## src/rtl/pht_update_scheduler_if.sv

```systemverilog
// ---------------------------------------------------------------------------
// pht_update_scheduler_if
//   Bundles every non-clock signal of the PHT update scheduler: the
//   execute-stage update handshake, the fetch-stage read request, the
//   forwarding override, the RAM write/read ports and the sweep status.
//
//   Modports
//     slave  : the scheduler itself (consumes requests, drives RAM/status)
//     master : the surrounding BPU/execute logic (or a testbench)
//
//   Signals
//     upd_valid/upd_index/upd_data/upd_ready : update handshake
//     rd_req/rd_index/rd_grant               : fetch read request and grant
//     rd_fwd_valid/rd_fwd_data               : next-cycle override of doutb
//     ram_we/ram_waddr/ram_wdata             : RAM port A (write)
//     ram_re/ram_raddr                       : RAM port B (read)
//     init_busy                              : table sweep in progress
// ---------------------------------------------------------------------------
interface pht_update_scheduler_if #(
  parameter int INDEX_WIDTH = 8,
  parameter int DATA_WIDTH  = 56
);
  logic                   upd_valid;
  logic [INDEX_WIDTH-1:0] upd_index;
  logic [DATA_WIDTH-1:0]  upd_data;
  logic                   upd_ready;

  logic                   rd_req;
  logic [INDEX_WIDTH-1:0] rd_index;
  logic                   rd_grant;
  logic                   rd_fwd_valid;
  logic [DATA_WIDTH-1:0]  rd_fwd_data;

  logic                   ram_we;
  logic [INDEX_WIDTH-1:0] ram_waddr;
  logic [DATA_WIDTH-1:0]  ram_wdata;
  logic                   ram_re;
  logic [INDEX_WIDTH-1:0] ram_raddr;

  logic                   init_busy;

  modport slave (
    input  upd_valid, upd_index, upd_data, rd_req, rd_index,
    output upd_ready, rd_grant, rd_fwd_valid, rd_fwd_data,
           ram_we, ram_waddr, ram_wdata, ram_re, ram_raddr, init_busy
  );

  modport master (
    output upd_valid, upd_index, upd_data, rd_req, rd_index,
    input  upd_ready, rd_grant, rd_fwd_valid, rd_fwd_data,
           ram_we, ram_waddr, ram_wdata, ram_re, ram_raddr, init_busy
  );
endinterface

```

## src/rtl/pht_update_scheduler.sv

```systemverilog
// ---------------------------------------------------------------------------
// pht_update_scheduler
//   Owns both ports of the PHT simple-dual-port RAM.
//   * INIT: sweeps every index with INIT_DATA, one entry per cycle.
//   * RUN : queues execute-stage updates in an in-order FIFO and writes the
//           head whenever it does not collide with the fetch read of the
//           same index. A head blocked STARVE_LIMIT cycles in a row is
//           forced out by stealing that cycle's read slot. Reads of an index
//           with pending updates get the youngest pending value forwarded
//           one cycle later, aligned with the RAM's registered doutb.
//
//   Ports
//     clk   : clock
//     reset : synchronous active-high reset (restarts sweep, drops queue)
//     bus   : pht_update_scheduler_if.slave (update/read/RAM/status signals)
// ---------------------------------------------------------------------------
module pht_update_scheduler #(
  parameter int INDEX_WIDTH  = 8,
  parameter int DATA_WIDTH   = 56,
  parameter int FIFO_DEPTH   = 4,
  parameter int STARVE_LIMIT = 8,
  parameter logic [DATA_WIDTH-1:0] INIT_DATA = {2'b11, {(DATA_WIDTH-2){1'b0}}}
) (
  input logic                   clk,
  input logic                   reset,
  pht_update_scheduler_if.slave bus
);

  localparam int PTR_W = (FIFO_DEPTH > 1) ? $clog2(FIFO_DEPTH) : 1;
  localparam int CNT_W = PTR_W + 1;
  localparam int STV_W = $clog2(STARVE_LIMIT) + 1;

  localparam logic [CNT_W-1:0]       DEPTH_C    = CNT_W'(FIFO_DEPTH);
  localparam logic [STV_W-1:0]       STARVE_MAX = STV_W'(STARVE_LIMIT - 1);
  localparam logic [INDEX_WIDTH-1:0] LAST_INDEX = '1;

  typedef enum logic {
    ST_INIT,
    ST_RUN
  } state_t;

  state_t                 state_reg;
  logic [INDEX_WIDTH-1:0] sweep_reg;

  // Queue storage is kept in flops: every slot is compared against the read
  // index each cycle for forwarding.
  logic [INDEX_WIDTH-1:0] q_index_reg [FIFO_DEPTH];
  logic [DATA_WIDTH-1:0]  q_data_reg  [FIFO_DEPTH];
  logic [PTR_W-1:0]       wr_ptr_reg;
  logic [PTR_W-1:0]       rd_ptr_reg;
  logic [CNT_W-1:0]       count_reg;

  logic [STV_W-1:0]       starve_reg;
  logic                   fwd_valid_reg;
  logic [DATA_WIDTH-1:0]  fwd_data_reg;

  // -------------------------------------------------------------------------
  // Scheduling decisions
  // -------------------------------------------------------------------------
  logic                   run;
  logic                   q_empty;
  logic [INDEX_WIDTH-1:0] head_index;
  logic [DATA_WIDTH-1:0]  head_data;
  logic                   head_blocked;
  logic                   force_write;
  logic                   head_write;
  logic                   rd_grant;
  logic                   upd_ready;
  logic                   enq;

  assign run        = (state_reg == ST_RUN);
  assign q_empty    = (count_reg == '0);
  assign head_index = q_index_reg[rd_ptr_reg];
  assign head_data  = q_data_reg[rd_ptr_reg];

  // The head collides only with a read of the very same index; the read is
  // given priority until the starvation counter runs out.
  assign head_blocked = run & ~q_empty & bus.rd_req & (head_index == bus.rd_index);
  assign force_write  = head_blocked & (starve_reg == STARVE_MAX);
  assign rd_grant     = run & bus.rd_req & ~force_write;
  assign head_write   = run & ~q_empty & (~head_blocked | force_write);

  // A full queue stays not-ready even if the head drains this cycle, which
  // keeps upd_ready free of any path from the read request.
  assign upd_ready = run & (count_reg < DEPTH_C);
  assign enq       = bus.upd_valid & upd_ready;

  // -------------------------------------------------------------------------
  // Forwarding search, ordered by age (slot 0 = oldest = head)
  // -------------------------------------------------------------------------
  logic                  age_hit  [FIFO_DEPTH];
  logic [DATA_WIDTH-1:0] age_data [FIFO_DEPTH];

  generate
    for (genvar gi = 0; gi < FIFO_DEPTH; gi++) begin : g_age
      logic [PTR_W-1:0] slot;
      assign slot         = rd_ptr_reg + PTR_W'(gi);
      assign age_hit[gi]  = (CNT_W'(gi) < count_reg) &
                            (q_index_reg[slot] == bus.rd_index);
      assign age_data[gi] = q_data_reg[slot];
    end
  endgenerate

  logic                  fwd_hit;
  logic [DATA_WIDTH-1:0] fwd_data;

  always_comb begin
    fwd_hit  = 1'b0;
    fwd_data = '0;
    // Later (younger) matches overwrite older ones.
    for (int i = 0; i < FIFO_DEPTH; i++) begin
      if (age_hit[i]) begin
        fwd_hit  = 1'b1;
        fwd_data = age_data[i];
      end
    end
    // The update being accepted this cycle is younger than anything queued.
    if (enq && (bus.upd_index == bus.rd_index)) begin
      fwd_hit  = 1'b1;
      fwd_data = bus.upd_data;
    end
  end

  // -------------------------------------------------------------------------
  // Control state
  // -------------------------------------------------------------------------
  always_ff @(posedge clk) begin
    if (reset) begin
      state_reg     <= ST_INIT;
      sweep_reg     <= '0;
      wr_ptr_reg    <= '0;
      rd_ptr_reg    <= '0;
      count_reg     <= '0;
      starve_reg    <= '0;
      fwd_valid_reg <= 1'b0;
      fwd_data_reg  <= '0;
    end else begin
      case (state_reg)
        ST_INIT: begin
          sweep_reg <= sweep_reg + 1'b1;
          if (sweep_reg == LAST_INDEX) begin
            state_reg <= ST_RUN;
          end
        end

        ST_RUN: begin
          if (enq) begin
            wr_ptr_reg <= wr_ptr_reg + 1'b1;
          end
          if (head_write) begin
            rd_ptr_reg <= rd_ptr_reg + 1'b1;
          end
          case ({enq, head_write})
            2'b10:   count_reg <= count_reg + 1'b1;
            2'b01:   count_reg <= count_reg - 1'b1;
            default: count_reg <= count_reg;
          endcase

          if (head_write) begin
            starve_reg <= '0;
          end else if (head_blocked) begin
            starve_reg <= starve_reg + 1'b1;
          end

          fwd_valid_reg <= rd_grant & fwd_hit;
          if (rd_grant && fwd_hit) begin
            fwd_data_reg <= fwd_data;
          end
        end

        default: state_reg <= ST_INIT;
      endcase
    end
  end

  // Queue payload needs no reset: slots are only read once count covers them.
  always_ff @(posedge clk) begin
    if (enq) begin
      q_index_reg[wr_ptr_reg] <= bus.upd_index;
      q_data_reg[wr_ptr_reg]  <= bus.upd_data;
    end
  end

  // -------------------------------------------------------------------------
  // Outputs
  // -------------------------------------------------------------------------
  assign bus.upd_ready    = upd_ready;
  assign bus.rd_grant     = rd_grant;
  assign bus.rd_fwd_valid = fwd_valid_reg;
  assign bus.rd_fwd_data  = fwd_data_reg;

  assign bus.ram_we    = ~run | head_write;
  assign bus.ram_waddr = run ? head_index : sweep_reg;
  assign bus.ram_wdata = run ? head_data : INIT_DATA;
  assign bus.ram_re    = rd_grant;
  assign bus.ram_raddr = bus.rd_index;

  assign bus.init_busy = ~run;

endmodule

```

## src/flat_wrapper.sv

```systemverilog
// flat-port wrapper written by rule: the top's interface ports become plain ports
module pht_update_scheduler_flat 
#(
  parameter int INDEX_WIDTH  = 8,
  parameter int DATA_WIDTH   = 56,
  parameter int FIFO_DEPTH   = 4,
  parameter int STARVE_LIMIT = 8,
  parameter logic [DATA_WIDTH-1:0] INIT_DATA = {2'b11, {(DATA_WIDTH-2){1'b0}}}
)
  (clk, reset, bus_upd_valid, bus_upd_index, bus_upd_data, bus_rd_req, bus_rd_index, bus_upd_ready, bus_rd_grant, bus_rd_fwd_valid, bus_rd_fwd_data, bus_ram_we, bus_ram_waddr, bus_ram_wdata, bus_ram_re, bus_ram_raddr, bus_init_busy);
  pht_update_scheduler_if #(.INDEX_WIDTH(INDEX_WIDTH), .DATA_WIDTH(DATA_WIDTH)) bus_i ();
  input logic clk;
  input logic reset;
  input wire logic [$bits(bus_i.upd_valid)-1:0] bus_upd_valid;
  input wire logic [$bits(bus_i.upd_index)-1:0] bus_upd_index;
  input wire logic [$bits(bus_i.upd_data)-1:0] bus_upd_data;
  input wire logic [$bits(bus_i.rd_req)-1:0] bus_rd_req;
  input wire logic [$bits(bus_i.rd_index)-1:0] bus_rd_index;
  output wire logic [$bits(bus_i.upd_ready)-1:0] bus_upd_ready;
  output wire logic [$bits(bus_i.rd_grant)-1:0] bus_rd_grant;
  output wire logic [$bits(bus_i.rd_fwd_valid)-1:0] bus_rd_fwd_valid;
  output wire logic [$bits(bus_i.rd_fwd_data)-1:0] bus_rd_fwd_data;
  output wire logic [$bits(bus_i.ram_we)-1:0] bus_ram_we;
  output wire logic [$bits(bus_i.ram_waddr)-1:0] bus_ram_waddr;
  output wire logic [$bits(bus_i.ram_wdata)-1:0] bus_ram_wdata;
  output wire logic [$bits(bus_i.ram_re)-1:0] bus_ram_re;
  output wire logic [$bits(bus_i.ram_raddr)-1:0] bus_ram_raddr;
  output wire logic [$bits(bus_i.init_busy)-1:0] bus_init_busy;
  assign bus_i.upd_valid = bus_upd_valid;
  assign bus_i.upd_index = bus_upd_index;
  assign bus_i.upd_data = bus_upd_data;
  assign bus_i.rd_req = bus_rd_req;
  assign bus_i.rd_index = bus_rd_index;
  assign bus_upd_ready = bus_i.upd_ready;
  assign bus_rd_grant = bus_i.rd_grant;
  assign bus_rd_fwd_valid = bus_i.rd_fwd_valid;
  assign bus_rd_fwd_data = bus_i.rd_fwd_data;
  assign bus_ram_we = bus_i.ram_we;
  assign bus_ram_waddr = bus_i.ram_waddr;
  assign bus_ram_wdata = bus_i.ram_wdata;
  assign bus_ram_re = bus_i.ram_re;
  assign bus_ram_raddr = bus_i.ram_raddr;
  assign bus_init_busy = bus_i.init_busy;
  pht_update_scheduler #(.INDEX_WIDTH(INDEX_WIDTH), .DATA_WIDTH(DATA_WIDTH), .FIFO_DEPTH(FIFO_DEPTH), .STARVE_LIMIT(STARVE_LIMIT), .INIT_DATA(INIT_DATA)) u_core (.clk(clk), .reset(reset), .bus(bus_i));
endmodule
```

## config.mk

```make
export PLATFORM = sky130hd
export DESIGN_NAME = pht_update_scheduler_flat
export DESIGN_NICKNAME = d
export VERILOG_FILES = /design/src/rtl/pht_update_scheduler_if.sv /design/src/rtl/pht_update_scheduler.sv /design/src/flat_wrapper.sv
export SDC_FILE = /design/constraint.sdc
export NUM_CORES = 1
export LEC_CHECK = 0
export BUFFER_PORTS_ARGS = -buffer_cell sky130_fd_sc_hd__buf_2
export CAP_MARGIN = 30
export CORE_MARGIN = 1.5
export CORE_UTILIZATION = 40
export DETAILED_ROUTE_END_ITERATION = 7
export HOLD_SLACK_MARGIN = 0.15
export MAX_ROUTING_LAYER = met4
export PLACE_DENSITY_LB_ADDON = 0.08
export SETUP_SLACK_MARGIN = 0.15
export SLEW_MARGIN = 0
export SYNTH_ARGS = -nofsm -noshare
export SYNTH_HDL_FRONTEND = slang
export SYNTH_SLANG_ARGS = --single-unit
```

## constraint.sdc

```tcl
create_clock -name clk -period 3.15 [get_ports clk]
set_clock_uncertainty 0.2 [all_clocks]
set_input_delay 0.1575 -clock clk [delete_from_list [all_inputs] [get_ports clk]]
set_output_delay 0.1575 -clock clk [all_outputs]
set_load 0.05 [all_outputs]
```

---- Word-level counts from Yosys, hierarchy flattened ----
Memories as Yosys holds them, arrays and structs flattened. A register that Yosys moved wholly into a read port is not among the register bits.
Cells that the tools add are included.
storage, ports and cells
  bits in writable memories ............... 256
  memories ................................ 2
  register bits ........................... 77
  bits of input ports ..................... 76
  logic and storage cells ................. 85
memories
  name                words  bits a word  read ports  clocked after Yosys merged registers in  write ports  line                        text
  u_core.q_data_reg   4      56           4           1                                        1            pht_update_scheduler.sv:48  logic [DATA_WIDTH-1:0] q_data_reg [FIFO_DEPTH];
  u_core.q_index_reg  4      8            4           1                                        1            pht_update_scheduler.sv:47  logic [INDEX_WIDTH-1:0] q_index_reg [FIFO_DEPTH];
cells by class
  $add $sub $neg .......................... 8
  $lt $le $gt $ge ......................... 5
  eq/ne operators ......................... 9
  mux-type cells .......................... 23
  bitwise operators ....................... 20
  reduce and logical (&&, ||, !) cells .... 10
operators with widths
  kind                                                        count
  2-to-1 mux 56 bit                                           6
  equality test 8 bit                                         5
  AND 1 bit                                                   14
  AND reduction 2 bit                                         5
  2-to-1 mux 1 bit                                            9
  adder 8 x 1 -> 8 bit (second input constant)                1
  equality test 8 bit (second input constant)                 1
  2-to-1 mux 2 bit                                            4
  2-to-1 mux 4 bit                                            2
  2-to-1 mux 8 bit                                            1
  less-than comparator 1 x 3 -> 1 bit (first input constant)  2
  less-than comparator 2 x 3 -> 1 bit (first input constant)  2
  one-hot mux 3 bit (2 select lines)                          1
  adder 2 x 1 -> 2 bit (second input constant)                2
  adder 2 bit (second input constant)                         2
  adder 4 x 1 -> 4 bit (second input constant)                1
  equality test 4 x 3 -> 1 bit (second input constant)        1
  inverter 1 bit                                              4
  nonzero test 2 bit                                          2
  adder 3 x 1 -> 3 bit (second input constant)                1
  logical NOT 3 bit                                           1
  less-than comparator 3 bit (second input constant)          1
  subtractor 3 x 1 -> 3 bit (second input constant)           1
  equality test 2 x 1 -> 1 bit (second input constant)        1
  3 further kinds                                             5

---- Longest topological paths before layout ----
  depth after elaboration ................. 11
  gate-level depth with buffers ........... 13
  gate-level depth less buffers ........... 13

---- Least setup slack after synthesis ----
Ideal clock, no wire load.
  path type ............................... register -> register
  from .................................... reg u_core.state_reg (netlist: u_core.run)
  to ...................................... mem u_core.q_data_reg[0][0] (enable)
  setup time .............................. 0.429 ns
  period minus slack after synthesis ...... 3.440 ns
  stages on the path, launching flop included .. 5
  required time ........................... 2.521 ns
  path buffers ............................ 1
  arrival time ............................ 2.811 ns
  setup slack ............................. -0.290 ns
  cells stage by stage .................... dfxtp_1 -> buf_2 -> inv_2 -> nor2_2 -> and3_1
between the ends
  longest elaborated chain between the ends .. 4
ends and longest elaborated chain
  element                                 line                         text
  start, declared                         pht_update_scheduler.sv:42   state_t state_reg;
  start signal, assigned                  pht_update_scheduler.sv:129  state_reg <= ST_INIT;
  start signal, assigned                  pht_update_scheduler.sv:142  state_reg <= ST_RUN;
  start signal, assigned                  pht_update_scheduler.sv:171  default: state_reg <= ST_INIT;
  AND 1 bit                               pht_update_scheduler.sv:85   assign upd_ready = run & (count_reg < DEPTH_C);
  named net bus_upd_ready                 flat_wrapper.sv:19           output wire logic [$bits(bus_i.upd_ready)-1:0] bus_upd_ready;
  AND 1 bit                               pht_update_scheduler.sv:86   assign enq = bus.upd_valid & upd_ready;
  2-to-1 mux 1 bit                        pht_update_scheduler.sv:178  if (enq) begin
  2-to-1 mux 1 bit (not written as such)  pht_update_scheduler.sv:180  q_data_reg[wr_ptr_reg] <= bus.upd_data;
  end, declared                           pht_update_scheduler.sv:48
The timed path passes the listed nets, and every way through them passes these cells.

==> summary.log <==
INFO  outcome        status=finished, violations left
INFO  finish         number_of_flip_flops_under_the_largest_register_name=224
INFO  power          irDropWorstVdd=0.3250mV
INFO  clocking       cts-buffers-inserted=41
INFO  global_routing groute.usage.overall=0.2777
INFO  route          detail_route.wirelength=79550um
INFO  sta            slew_violations=0
INFO  synthesis      synth_flop_cell=sky130_fd_sc_hd__edfxtp_1
INFO  min_path       hold_path_class=in2reg
INFO  finish         fill_cell_count=4809
INFO  sta            final.setup.worst_slack=-0.1142ns
INFO  sta            hold_viol_final=0
INFO  clocking       tritoncts_clock_tree=built
INFO  die            initial_core_util=0.4070
INFO  placement      dpl.hpwl=45610um
INFO  sta            slew-limit-headroom=0.3923
INFO  die            core.rowCount=85
INFO  global_routing grt_start_max_net_pins=139
INFO  synthesis      synthesis.nets=2112
INFO  die            die_h=237.5um
INFO  clocking       max-clock-path-buffers=3
INFO  outcome        failed_checks=negative setup slack
INFO  die            core_area=54030um^2
INFO  global_routing overflow=0
INFO  finish         areaGrowthSynthToFinish=26.51%
INFO  placement      io_buffer_count=209
INFO  global_routing grt_pass1_wl=115300um
INFO  placement      dpl-instance-area=23790um^2
INFO  sta            worst_pin_slew=0.9115ns
INFO  clocking       clock_tree_sinks=335
INFO  setup_path     criticalPathCategory=reg2out
INFO  sta            layout_min_cycle_time=3.264ns
INFO  placement      weighted_congestion_at_the_end_of_routability_driven_global_placement=0.8345
INFO  global_routing vias_in_the_first_global_route=18200
INFO  route          drt.antenna.violating_nets=0
INFO  clocking       ctsHtreeMaxLevel=2
INFO  die            die_width=237.5um
INFO  power          power-per-cell-area=362.3nW/um^2
INFO  route          dr.pass1.iters=8
INFO  synthesis      synthArstFlopShare=0
INFO  min_path       hold_path.startpoint=bus_upd_data[43]
INFO  synthesis      yosys_register_bits=335
INFO  synthesis      number_of_enable_type_register_cells_in_the_synthesized_netlist=256
INFO  synthesis      syn-cell-area=21990um^2
INFO  clocking       worstSkewPairLatency=0.58ns
INFO  job            cap_viol_max_count=0
INFO  sta            setup_viol=16
INFO  route          detail_route.wl_per_cell=26.39um
INFO  synthesis      synth_area_per_cell=10.86um^2
INFO  finish         finish.net_count=2369
INFO  sta            finalSetupTns=-0.3395ns
INFO  sta            unrepaired_setup_endpoints_after_global_routing=true
INFO  sta            fmax=0.3064GHz
INFO  power          power.static_leakage=9.356nW
INFO  die            ioPinCount=210
INFO  finish         postLayoutCellArea=27820um^2
INFO  synthesis      ys_seq_area_frac=0.4215
INFO  global_routing grt_antenna_before_repair=3
INFO  synthesis      synthCells=2025
INFO  setup_path     critical_path_arrival=2.91ns
INFO  setup_path     worst_ep_required_time=2.79ns
INFO  route          drt_iter0_markers=1722
INFO  setup_path     endpoint_kind=output port
INFO  die            design.die.area=56390um^2
INFO  setup_path     critPathMaxFanout=6
INFO  setup_path     critical_path_startpoint_category=flip-flop
INFO  synthesis      synth_cell_type_count=59
INFO  clocking       clk_transition_reported_paths=0.06ns
INFO  finish         layout-drive-gt1-share=0.2795
INFO  route          route.detailed.vias_per_inst=6.327
INFO  route          drcViolationCount=0
INFO  route          dr_total_vias=19070
INFO  sta            post-route-period-util=1.036
INFO  synthesis      synth.yosys.warnings=0
INFO  clocking       clk_root_buffer_cell=sky130_fd_sc_hd__clkbuf_16
==> placed cells by master (no fill, tap or decap), types with 12 or more instances in the layout <==
cell	n
sky130_fd_sc_hd__xnor2_1	43
sky130_fd_sc_hd__o31ai_1	12
sky130_fd_sc_hd__nand2_1	21
sky130_fd_sc_hd__buf_2	197
sky130_fd_sc_hd__o311ai_0	37
sky130_fd_sc_hd__nor2_1	119
sky130_fd_sc_hd__o2111a_1	18
sky130_fd_sc_hd__buf_12	29
sky130_fd_sc_hd__buf_6	40
sky130_fd_sc_hd__buf_4	72
sky130_fd_sc_hd__buf_16	24
sky130_fd_sc_hd__xor2_1	12
sky130_fd_sc_hd__mux4_2	75
sky130_fd_sc_hd__a31oi_1	43
sky130_fd_sc_hd__clkbuf_16	46
sky130_fd_sc_hd__and2_1	55
sky130_fd_sc_hd__a2111oi_0	48
sky130_fd_sc_hd__a221oi_1	26
sky130_fd_sc_hd__o211a_1	38
sky130_fd_sc_hd__a211oi_1	119
sky130_fd_sc_hd__nand2b_1	14
sky130_fd_sc_hd__a222oi_1	18
sky130_fd_sc_hd__nor3_1	62
sky130_fd_sc_hd__o211ai_1	112
sky130_fd_sc_hd__mux2_2	63
sky130_fd_sc_hd__inv_1	65
sky130_fd_sc_hd__dfxtp_1	74
sky130_fd_sc_hd__dlygate4sd3_1	89
sky130_fd_sc_hd__o311ai_1	15
sky130_fd_sc_hd__o21ai_0	66
sky130_fd_sc_hd__mux2i_1	133
sky130_fd_sc_hd__edfxtp_1	256
sky130_fd_sc_hd__nor2b_1	60
sky130_fd_sc_hd__a21oi_1	63
==> logic make-up (layout without fill, tap and decap cells) <==
kind of cell | Yosys count | in the layout | share of synthesized area
adders and majority gates | 11 | 11 | 0.006259
muxes | 276 | 276 | 0.1720
xor gates and xnor gates | 58 | 58 | 0.02310
DFF | 335 | 335 | 0.4215
buffers and inverters | 312 | 602 | 0.06595
other | 0 | 3 | 0
and+or+nand+nor | 376 | 376 | 0.08786
AOI/OAI and AO/OA | 657 | 657 | 0.2233
==> Yosys cell counts, drive strengths merged, types with 66 or more instances <==
cell type,count,area share
nor2,124,0.021
clkbuf,127,0.022
o21ai,76,0.017
buf,117,0.033
dfxtp,79,0.072
o211ai,112,0.038
a211oi,120,0.041
inv,68,0.012
edfxtp,256,0.35
mux4,75,0.077
mux2i,137,0.062
nor3,66,0.015
==> power by group <==
part / switching [mW] / internal [mW] / total (mW)
logic: 0.246 / 0.166 / 0.412
registers: 0.00375 / 4.74 / 4.75
clock network: 2.02 / 2.90 / 4.92
==> critical path: stages (launching register included) <==
cell and delay (ns):
sky130_fd_sc_hd__dfxtp_4 0.38, sky130_fd_sc_hd__buf_6 0.13, sky130_fd_sc_hd__mux4_2 0.55, sky130_fd_sc_hd__xor2_2 0.19, sky130_fd_sc_hd__nor4_4 0.29, sky130_fd_sc_hd__nand4_1 0.19
sky130_fd_sc_hd__o21ai_2 0.21, sky130_fd_sc_hd__buf_6 0.13, sky130_fd_sc_hd__nand2_4 0.05, sky130_fd_sc_hd__buf_8 0.19
==> worst paths after layout <==
check,endpoint,slack [ns],cells after the start
hold reg to reg,u_core.starve_reg[3]$_SDFFE_PP0P_,0.30,2
setup / recovery,bus_ram_we,-0.11,9
setup reg to reg,u_core.bus.rd_fwd_data[3]$_SDFFE_PP0P_,-0.02,13
hold / removal,u_core.q_data_reg[2][43]$_DFFE_PP_,0.17,2
==> metrics by stage <==
| step | std cells | power, mW | hold WS (ns) | util | setup slack [ns] |
|---|---|---|---|---|---|
| 6_report | 3014 | 10.08 | 0.1658 | 0.5149 | -0.1142 |
| 5_1_grt | 3014 | 10.32 | 0.1737 | 0.5149 | -0.2187 |
| 4_1_cts | 2989 | 10.15 | 0.1501 | 0.5038 | -0.1886 |
| 3_5_place_dp | 2768 | 5.147 | 0.1911 | 0.4403 | 0.01188 |
| 3_3_place_gp | 2766 | 5.141 | 0.1847 | 0.4395 | -0.04479 |
| 2_1_floorplan | 2025 | 4.996 | 0.03026 | - | 0.07137 |
==> area by class of cell <==
type / instances / area [um^2] / area share
diodes: 3 / 7.507 / 0.0002699
clock buffers: 50 / 1132 / 0.04071
clock inverters: 26 / 254.0 / 0.009131
inverters: 68 / 257.7 / 0.009266
multi-input cells: 1378 / 11770 / 0.4229
flip-flops and latches: 335 / 9285 / 0.3338
well taps: 696 / 870.8 / 0.03131
repair buffers: 458 / 4244 / 0.1526
==> per-layer routing <==
layer,track usage,up-vias,part of all wire
li1,-,8577,-
met1,0.3591,9613,0.43
met2,0.4443,728,0.47
met3,0.04773,151,0.064
met4,0.08859,0,0.030
met5,-,-,0
==> timing repair <==
item,CTS,global route
setup buffers,36,19
pin swaps,56,33
resized for setup,94,67
cloned,20,3
hold endpoints to repair,422,0
setup endpoints to repair,102,75
hold buffers,89,0
(Power assumes the default switching activity.)
